<file path="src/rtl/sc_envscroll_shifter.sv">
// Bidirectional DEPTH x WIDTH environment scroll register with a manual shift
// strobe, a programmable auto-scroll timer, an exit row, a fill level and a shift pulse.
module sc_envscroll_shifter #(
    parameter int WIDTH = 8,
    parameter int DEPTH = 8,
    parameter int PW    = 8,
    localparam int FW   = $clog2(DEPTH + 1)
) (
    input  logic                   SC_ENVSCROLL_CLOCK_50,
    input  logic                   SC_ENVSCROLL_RESET_InLow,
    input  logic                   SC_ENVSCROLL_clear_InLow,
    input  logic                   SC_ENVSCROLL_load_InLow,
    input  logic                   SC_ENVSCROLL_auto_InLow,
    input  logic                   SC_ENVSCROLL_dir_In,
    input  logic [PW-1:0]          SC_ENVSCROLL_period_InBUS,
    input  logic [WIDTH-1:0]       SC_ENVSCROLL_data_InBUS,
    output logic [WIDTH*DEPTH-1:0] SC_ENVSCROLL_data_OutBUS,
    output logic [WIDTH-1:0]       SC_ENVSCROLL_exit_OutBUS,
    output logic                   SC_ENVSCROLL_shift_OutHigh,
    output logic [FW-1:0]          SC_ENVSCROLL_fill_OutBUS,
    output logic                   SC_ENVSCROLL_full_OutHigh
);

    localparam int WD = WIDTH * DEPTH;

    logic [WD-1:0]    r_rows;
    logic [WIDTH-1:0] r_exit;
    logic             r_shift;
    logic [FW-1:0]    r_fill;
    logic [PW-1:0]    r_cnt;

    logic w_auto_en;
    logic w_tick;
    logic w_shift_req;

    // Period is nonzero whenever the timer is enabled, so period-1 cannot underflow.
    assign w_auto_en   = !SC_ENVSCROLL_auto_InLow && (SC_ENVSCROLL_period_InBUS != '0);
    assign w_tick      = w_auto_en && (r_cnt >= (SC_ENVSCROLL_period_InBUS - PW'(1)));
    assign w_shift_req = !SC_ENVSCROLL_load_InLow || w_tick;

    always_ff @(posedge SC_ENVSCROLL_CLOCK_50 or negedge SC_ENVSCROLL_RESET_InLow) begin
        if (!SC_ENVSCROLL_RESET_InLow) begin
            r_rows  <= '0;
            r_exit  <= '0;
            r_shift <= 1'b0;
            r_fill  <= '0;
            r_cnt   <= '0;
        end else if (!SC_ENVSCROLL_clear_InLow) begin
            r_rows  <= '0;
            r_exit  <= '0;
            r_shift <= 1'b0;
            r_fill  <= '0;
            r_cnt   <= '0;
        end else begin
            if (!w_auto_en || w_tick) begin
                r_cnt <= '0;
            end else begin
                r_cnt <= r_cnt + PW'(1);
            end

            r_shift <= w_shift_req;

            if (w_shift_req) begin
                if (!SC_ENVSCROLL_dir_In) begin
                    r_rows <= {SC_ENVSCROLL_data_InBUS, r_rows[WD-1:WIDTH]};
                    r_exit <= r_rows[WIDTH-1:0];
                end else begin
                    r_rows <= {r_rows[WD-WIDTH-1:0], SC_ENVSCROLL_data_InBUS};
                    r_exit <= r_rows[WD-1 -: WIDTH];
                end
                if (r_fill != FW'(DEPTH)) begin
                    r_fill <= r_fill + FW'(1);
                end
            end
        end
    end

    assign SC_ENVSCROLL_data_OutBUS   = r_rows;
    assign SC_ENVSCROLL_exit_OutBUS   = r_exit;
    assign SC_ENVSCROLL_shift_OutHigh = r_shift;
    assign SC_ENVSCROLL_fill_OutBUS   = r_fill;
    assign SC_ENVSCROLL_full_OutHigh  = (r_fill == FW'(DEPTH));

endmodule

</file>
<file path="config.mk">
export PLATFORM = sky130hd
export DESIGN_NAME = sc_envscroll_shifter
export DESIGN_NICKNAME = d
export VERILOG_FILES = /design/src/rtl/sc_envscroll_shifter.sv
export SDC_FILE = /design/constraint.sdc
export NUM_CORES = 1
export LEC_CHECK = 0
export BUFFER_PORTS_ARGS = -buffer_cell sky130_fd_sc_hd__buf_2
export CAP_MARGIN = 20
export CELL_PAD_IN_SITES_DETAIL_PLACEMENT = 1
export CELL_PAD_IN_SITES_GLOBAL_PLACEMENT = 2
export CORE_AREA = 3 3 120 122
export CTS_BUF_LIST = sky130_fd_sc_hd__clkbuf_8
export DETAILED_ROUTE_END_ITERATION = 6
export DIE_AREA = 0 0 123 125
export PLACE_DENSITY = 0.95
export SLEW_MARGIN = 20
export SYNTH_ARGS = -nofsm -noshare
export SYNTH_HDL_FRONTEND = slang
export SYNTH_SLANG_ARGS = --single-unit
</file>
<file path="constraint.sdc">
create_clock -name SC_ENVSCROLL_CLOCK_50 -period 4.53 [get_ports SC_ENVSCROLL_CLOCK_50]
set_input_delay 0.2265 -clock SC_ENVSCROLL_CLOCK_50 [delete_from_list [all_inputs] [get_ports SC_ENVSCROLL_CLOCK_50]]
set_output_delay 0.2265 -clock SC_ENVSCROLL_CLOCK_50 [all_outputs]
set_load 0.02 [all_outputs]
</file>
==> run_results.csv, run 1 <==
group,metric,value,unit
power_and_ir_drop,clkPwrFrac,0.399,
floorplanning,initial_core_util,0.394,
placed_design,dp_slack,1.25,ns
logic_synthesis,synth_top_area_frac,0.406,
logic_synthesis,syn_inst,507,
flow_run,drv_cap,0,
critical_path,reg2reg_from,"r_cnt[0]",
critical_path,critPathKind,"input port to register",
drt,wl,14500,um
timing,rsz0062_at_grt,"no",
logic_synthesis,yosysSeqAreaShare,0.406,
critical_path,worstPathRequired,4.82,ns
logic_synthesis,synth_cell_types,36,
drt,drt_iter0_drc,290,
timing,period_needed,2.94,ns
cells_and_area,nFillCells,1516,
timing,drv_slew,0,
cts,numClockSinks,85,
logic_synthesis,synth_compound_area_frac,0.0274,
critical_path,path_buf_inv,2,
floorplanning,io_pins,100,
timing,setup_tns,0,ns
cts,post_cts_buffers,0,
logic_synthesis,synth_top_family_by_area,"multiplexers",
cells_and_area,final_util,0.444,
timing,fmax,340,MHz
global_route,grt_usage,0.192,
timing,hold_viol,0,
cts,cts-buffers-inserted,9,
floorplanning,rows,42,
cells_and_area,seq_area,0.00213,sq mm
critical_path,cp_top_family,"compound AO/OA/AOI/OAI gates",
cells_and_area,drive_above_1_share,0.327,
logic_synthesis,synth_seq_cells,85,
min_path,hold_path.class,"input port to register",
cts,cts_root_buffer,"clkbuf_8",
power_and_ir_drop,p_leak,3.03,nW
critical_path,slowest_stage,"nor4_1",
cells_and_area,n_antenna_cell,0,
power_and_ir_drop,internal_power,0.00122,W
critical_path,path_max_fanout,73,
logic_synthesis,synth.net_count,542,
logic_synthesis,yosys.area_share.simple,0.149,
power_and_ir_drop,switchingPower,0.000441,W
floorplanning,coreArea,0.0133,sq mm
power_and_ir_drop,swShare,0.266,
critical_path,startpoint_type,"input port",
drt,wire_per_inst,18.9,um
timing,relSlewSlack,0.362,
critical_path,worstSetupStartpoint,"SC_ENVSCROLL_period_InBUS[2]",
logic_synthesis,syn_avg_cell_area,10.3,sq um
critical_path,critical_path.cell_chain,"buf_2 -> nor4_1 -> nand2_1 -> xor2_1 -> ha_1 -> a21o_1 -> a21o_2 -> a311o_1 -> a21boi_4 -> buf_12 -> mux2i_1",
timing,setup-violations-final,0,
cells_and_area,multi_input_area,0.00275,sq mm
logic_synthesis,yosys_warnings,0,
critical_path,cp.arrival,3.23,ns
logic_synthesis,synth_adder_area_share,0.0310,
floorplanning,die_h,125,um
cts,h-tree-depth,3,
logic_synthesis,synth.top_cells.by_area,"dfrtp_1 (41%), mux2_2 (16%), mux2i_1 (14%)",
cts,clk_pin_slew,0.09,ns
drt,postRouteAntennaNets,0,
drt,routed_via_density,5.27,
global_route,antenna_found_initial,0,
floorplanning,die_w,123,um
run_status,status,"finished clean",
global_route,grt_overflow,0,
critical_path,cpPeakStageDelay,0.45,ns
power_and_ir_drop,pwr-share-comb,0.124,
cells_and_area,nets,622,
cts,clock_latency,0.37,ns
placed_design,hpwl,10200,um
logic_synthesis,synth_xor_xnor_area_share,0.0200,
logic_synthesis,synth_top_cell_by_area,"dfrtp_1",
power_and_ir_drop,irDropWorstVdd,0.136,mV
drt,drt-pass1-iter-count,4,
logic_synthesis,syn-cell-area,0.00524,sq mm
timing,finalCritPeriodShare,0.650,
timing,setup_ws,1.59,ns
critical_path,cp-end-kind,"register",
cts,cts_tree,"done",
cts,ctsLongestPathBuffers,2,
drt,drc,0,
global_route,grt_pass1_vias,4244,
timing,max_slew.worst_pin.slew,0.957,ns
cells_and_area,area_delta_synth_final,12.6,%
logic_synthesis,synthMuxAreaShare,0.294,
global_route,grt_max_degree,86,
power_and_ir_drop,seq_power_share,0.477,
min_path,holdCritStartpoint,"SC_ENVSCROLL_load_InLow",
power_and_ir_drop,powerDensity,281,mW/mm^2
floorplanning,dieArea,0.0154,sq mm
global_route,grt_pass1_wl,23200,um
placed_design,place.port_buffers,99,
drt,via_count,4042,
placed_design,gp_congestion,0.772,
timing,fin_skew,0.0117,ns
synth_stat cells:
library cell,count
nand2_1,149
dfrtp_1,85
mux2_2,73
mux2i_1,72
nor2_1,15
dlygate4sd3_1,14
ha_1,13
nand3_1,12
clkbuf_1,11
buf_12,8
inv_1,7
xor2_1,7
nor3_1,5
xnor2_1,5
a31oi_1,4
a21oi_1,3
and3_1,2
nand2b_1,2
nor3b_1,2
o211ai_1,2
a2111o_1,1
a21boi_0,1
a21boi_2,1
a21o_1,1
a21o_2,1
a221o_1,1
a311o_1,1
and2_2,1
and3b_1,1
buf_6,1
nand2b_4,1
nand4_1,1
nor4_1,1
o2111ai_1,1
o21ai_0,1
o221ai_1,1
cell usage in the layout (no fill, tap or decap), drive strengths merged:
cell,count
bufinv,3
dlygate4sd3,1
a311o,1
nand2,149
a21o,2
mux2,73
nand3,12
o211ai,2
a31oi,4
nor3b,2
dfrtp,85
a221o,1
nand2b,3
clkbuf,9
inv,10
nor2,15
and3,2
xnor2,5
a2111o,1
and2,1
o221ai,1
a21boi,2
nand4,1
o21ai,1
nor4,1
nor3,5
ha,13
xor2,7
and3b,1
a21oi,3
mux2i,72
buf,102
o2111ai,1
kinds of logic (layout without fill, tap and decap cells):
family	Yosys count	count (layout)
and+or+nand+nor	192	192
muxes	145	145
DFF	85	85
buffers and inverters	41	125
AOI/OAI and AO/OA	19	19
adders and majority gates	13	13
xor gates and xnor gates	12	12
path summary, 6_finish.rpt:
path                                                end  cells past startpoint  slack [ns]
min                         SC_ENVSCROLL_fill_OutBUS[3]                      3        0.23
max reg2reg                SC_ENVSCROLL_data_OutBUS[45]                      8        1.70
min in group asynchronous  SC_ENVSCROLL_data_OutBUS[52]                      2        0.46
max in group asynchronous                      r_cnt[6]                      2        3.46
max                        SC_ENVSCROLL_data_OutBUS[45]                     11        1.59
min reg2reg                                    r_cnt[0]                      1        0.52
worst min-delay path, cell delays in order:
cell	delay, ns
buf_2	0.15
nand3_1	0.09
o211ai_1	0.08
routing by layer:
metal,wire (um),track usage
met1,6230,0.237
met2,7190,0.326
met3,886,0.0605
met4,186,0.0456
met5,0,0
state kept, by name, summed over array words and instances (netlist names):
| name | flops |
|---|---|
| r_cnt | 8 |
| SC_ENVSCROLL_fill_OutBUS | 4 |
| SC_ENVSCROLL_exit_OutBUS | 8 |
| SC_ENVSCROLL_shift_OutHigh | 1 |
| SC_ENVSCROLL_data_OutBUS | 64 |
stage by stage:
step	hold slack (ns)	cells	power [W]	cell area, sq um
6_report	0.232	767	0.00166	5900
5_1_grt	0.237	767	0.00173	5900
4_1_cts	0.0945	766	0.00168	5890
3_5_place_dp	0.511	751	0.00101	5650
3_3_place_gp	0.501	751	0.00100	5650
2_1_floorplan	-0.0691	507	0.000957	5240
power by group through the flow:
stage          clock network, W  registers (W)  logic (W)
3_3_place_gp                  0       0.000804   0.000200
5_1_grt                0.000712       0.000792   0.000226
6_report               0.000662       0.000790   0.000206
4_1_cts                0.000678       0.000790   0.000207
3_5_place_dp                  0       0.000805   0.000206
2_1_floorplan                 0       0.000813   0.000143
area by class of cell:
cell class              count  share of cell area
clock buffers               9              0.0210
flip-flops and latches     85               0.360
repair buffers            103              0.0930
multi-input cells         381               0.465
well taps                 176              0.0373
inverters                   7             0.00445
clock inverters             6              0.0189
what timing repair did:
action                                 in CTS  in global routing
resized for setup                           0                  0
endpoints found under the hold margin       0                 46
hold buffers                                0                  1
Power figures use the tool's default switching activity.
==> run 2: changes to the inputs <==
CORE_AREA = 3 3 131 133   (was 3 3 120 122)
DIE_AREA = 0 0 134 136   (was 0 0 123 125)
PLACE_DENSITY = 0.88   (was 0.95)
clock period = 2.6 ns   (was 4.53 ns; I/O delays follow)
==> run 2 against run 1 <==
Compared with the run above:
- count of clock-buffer cells in the layout increased by 1
- worst hold slack got worse by 0.097 ns
- non-clock buffer count increased by 19
- worst setup slack got worse by 1.5 ns
==> run_results.csv, run 2 (synthesis gave the netlist of run 1 again) <==
group,metric,value,unit
floorplanning,initial_core_util,0.329,
drt,routed_via_density,4.91,
timing,rsz0062_at_grt,"no",
cells_and_area,largest_register_ffs,64,
global_route,grt_pass1_vias,4262,
global_route,grt_usage,0.165,
power_and_ir_drop,powerDensity,474,mW/mm^2
drt,via_count,4057,
cells_and_area,final_common_cell,"nand2_1",
cts,cts_tree,"done",
drt,top_layer,"met5",
critical_path,path_max_fanout,12,
critical_path,worstPathRequired,2.88,ns
global_route,antenna_found_initial,1,
timing,period_needed,2.46,ns
global_route,grt_overflow,0,
cts,clock_latency,0.37,ns
cells_and_area,nets,641,
timing,whs,0.135,ns
cells_and_area,drive_above_1_share,0.355,
floorplanning,die_h,136,um
cts,cts-buffers-inserted,9,
placed_design,dp_cells,810,
cells_and_area,area_delta_synth_final,18.4,%
timing,max_slew.worst_pin.slew,0.828,ns
cells_and_area,nFillCells,1869,
cts,clk_pin_slew,0.09,ns
placed_design,place_area,0.00593,sq mm
flow_run,drv_cap,0,
global_route,grt_max_degree,105,
cells_and_area,n_antenna_cell,0,
timing,fin_skew,0.0132,ns
timing,setup-violations-final,0,
floorplanning,rows,46,
min_path,hold_path.class,"input port to register",
drt,postRouteAntennaNets,0,
global_route,grt_pass1_wl,23600,um
drt,route.met3.wl,782,um
timing,fmax,406,MHz
placed_design,gp_congestion,0.792,
timing,finalCritPeriodShare,0.948,
cts,post_cts_buffers,0,
timing,setup_tns,0,ns
critical_path,critPathKind,"register to register",
floorplanning,coreArea,0.0159,sq mm
critical_path,startpoint_type,"register",
drt,drc,0,
cts,numClockSinks,85,
critical_path,cp-end-kind,"register",
floorplanning,io_pins,100,
timing,drv_slew,0,
timing,relSlewSlack,0.448,
cts,h-tree-depth,3,
critical_path,cp.arrival,2.75,ns
cells_and_area,fin_area,0.00621,sq mm
drt,drt_iter0_drc,210,
critical_path,reg2reg_slack,0.14,ns
cells_and_area,final_util,0.389,
drt,wire_per_inst,18.1,um
cts,ctsLongestPathBuffers,2,
placed_design,hpwl,11000,um
drt,route.layer.met1.wl,6520,um
timing,hold_viol,0,
cells_and_area,layout_common_cells,"nand2_1 (149), buf_2 (97), dfrtp_1 (85)",
cts,cts_root_buffer,"clkbuf_8",
floorplanning,die_w,134,um
power_and_ir_drop,irDropWorstVdd,0.260,mV
run_status,status,"finished clean",
floorplanning,dieArea,0.0182,sq mm
power_and_ir_drop,p_leak,3.15,nW
placed_design,place.port_buffers,99,
drt,wl,15000,um
drt,drt-pass1-iter-count,4,
drt,wl_met2,7450,um
cells_and_area,final_cells,827,
[run 2: path summary, 6_finish.rpt]
| kind | from | end | depth (start not counted) |
|---|---|---|---|
| min in group asynchronous | SC_ENVSCROLL_RESET_InLow | SC_ENVSCROLL_data_OutBUS[18] | 2 |
| max reg2reg | r_cnt[0] | SC_ENVSCROLL_exit_OutBUS[4] | 9 |
| max in group asynchronous | SC_ENVSCROLL_RESET_InLow | SC_ENVSCROLL_data_OutBUS[0] | 2 |
| min reg2reg | r_cnt[0] | r_cnt[0] | 1 |
| min | SC_ENVSCROLL_load_InLow | SC_ENVSCROLL_fill_OutBUS[3] | 3 |
| max | r_cnt[0] | SC_ENVSCROLL_exit_OutBUS[4] | 9 |
[run 2: timing repair]
| item | CTS | global route |
|---|---|---|
| gates resized for setup | 0 | 3 |
| hold buffers | 0 | 1 |
| setup endpoints to repair | 0 | 61 |
| endpoints found under the hold margin | 0 | 85 |
[run 2: layout make-up]
| cell class | instances | area, sq um | share of cell area |
|---|---|---|---|
| repair buffers | 122 | 779 | 0.126 |
| multi-input cells | 381 | 2760 | 0.444 |
| clock buffers | 10 | 138 | 0.0222 |
| flip-flops and latches | 85 | 2130 | 0.343 |
| well taps | 216 | 270 | 0.0435 |
| inverters | 7 | 26.3 | 0.00423 |
| clock inverters | 6 | 110 | 0.0177 |
[run 2: routing by layer]
metal  up-vias  track usage
met5         -            0
met3        17       0.0381
met2        88        0.291
li1       1913            -
met4         2       0.0554
met1      2037        0.199
[run 2: power by group]
| part | leakage [nW] | internal, W | switching, W |
|---|---|---|---|
| logic | 1.85 | 0.000169 | 0.000231 |
| clock network | 0.119 | 0.000663 | 0.000505 |
| registers | 1.18 | 0.00134 | 0.0000297 |
| total | 3.15 | 0.00218 | 0.000766 |
[run 2: worst max-delay path, stage by stage, from the launching register on]
cell	delay (ns)
dfrtp_1	0.41
inv_1	0.06
ha_1	0.26
nand2b_4	0.14
a2111o_1	0.45
a311o_1	0.33
a21boi_4	0.17
buf_12	0.16
buf_12	0.16
mux2i_2	0.22
[run 2: metrics by stage]
| step | power, W | setup slack (ns) |
|---|---|---|
| floorplan | 0.00167 | 0.0365 |
| global placement | 0.00179 | -0.144 |
| detailed placement | 0.00180 | -0.232 |
| CTS | 0.00298 | 0.0438 |
| global route | 0.00309 | 0.0109 |
| finish | 0.00294 | 0.136 |
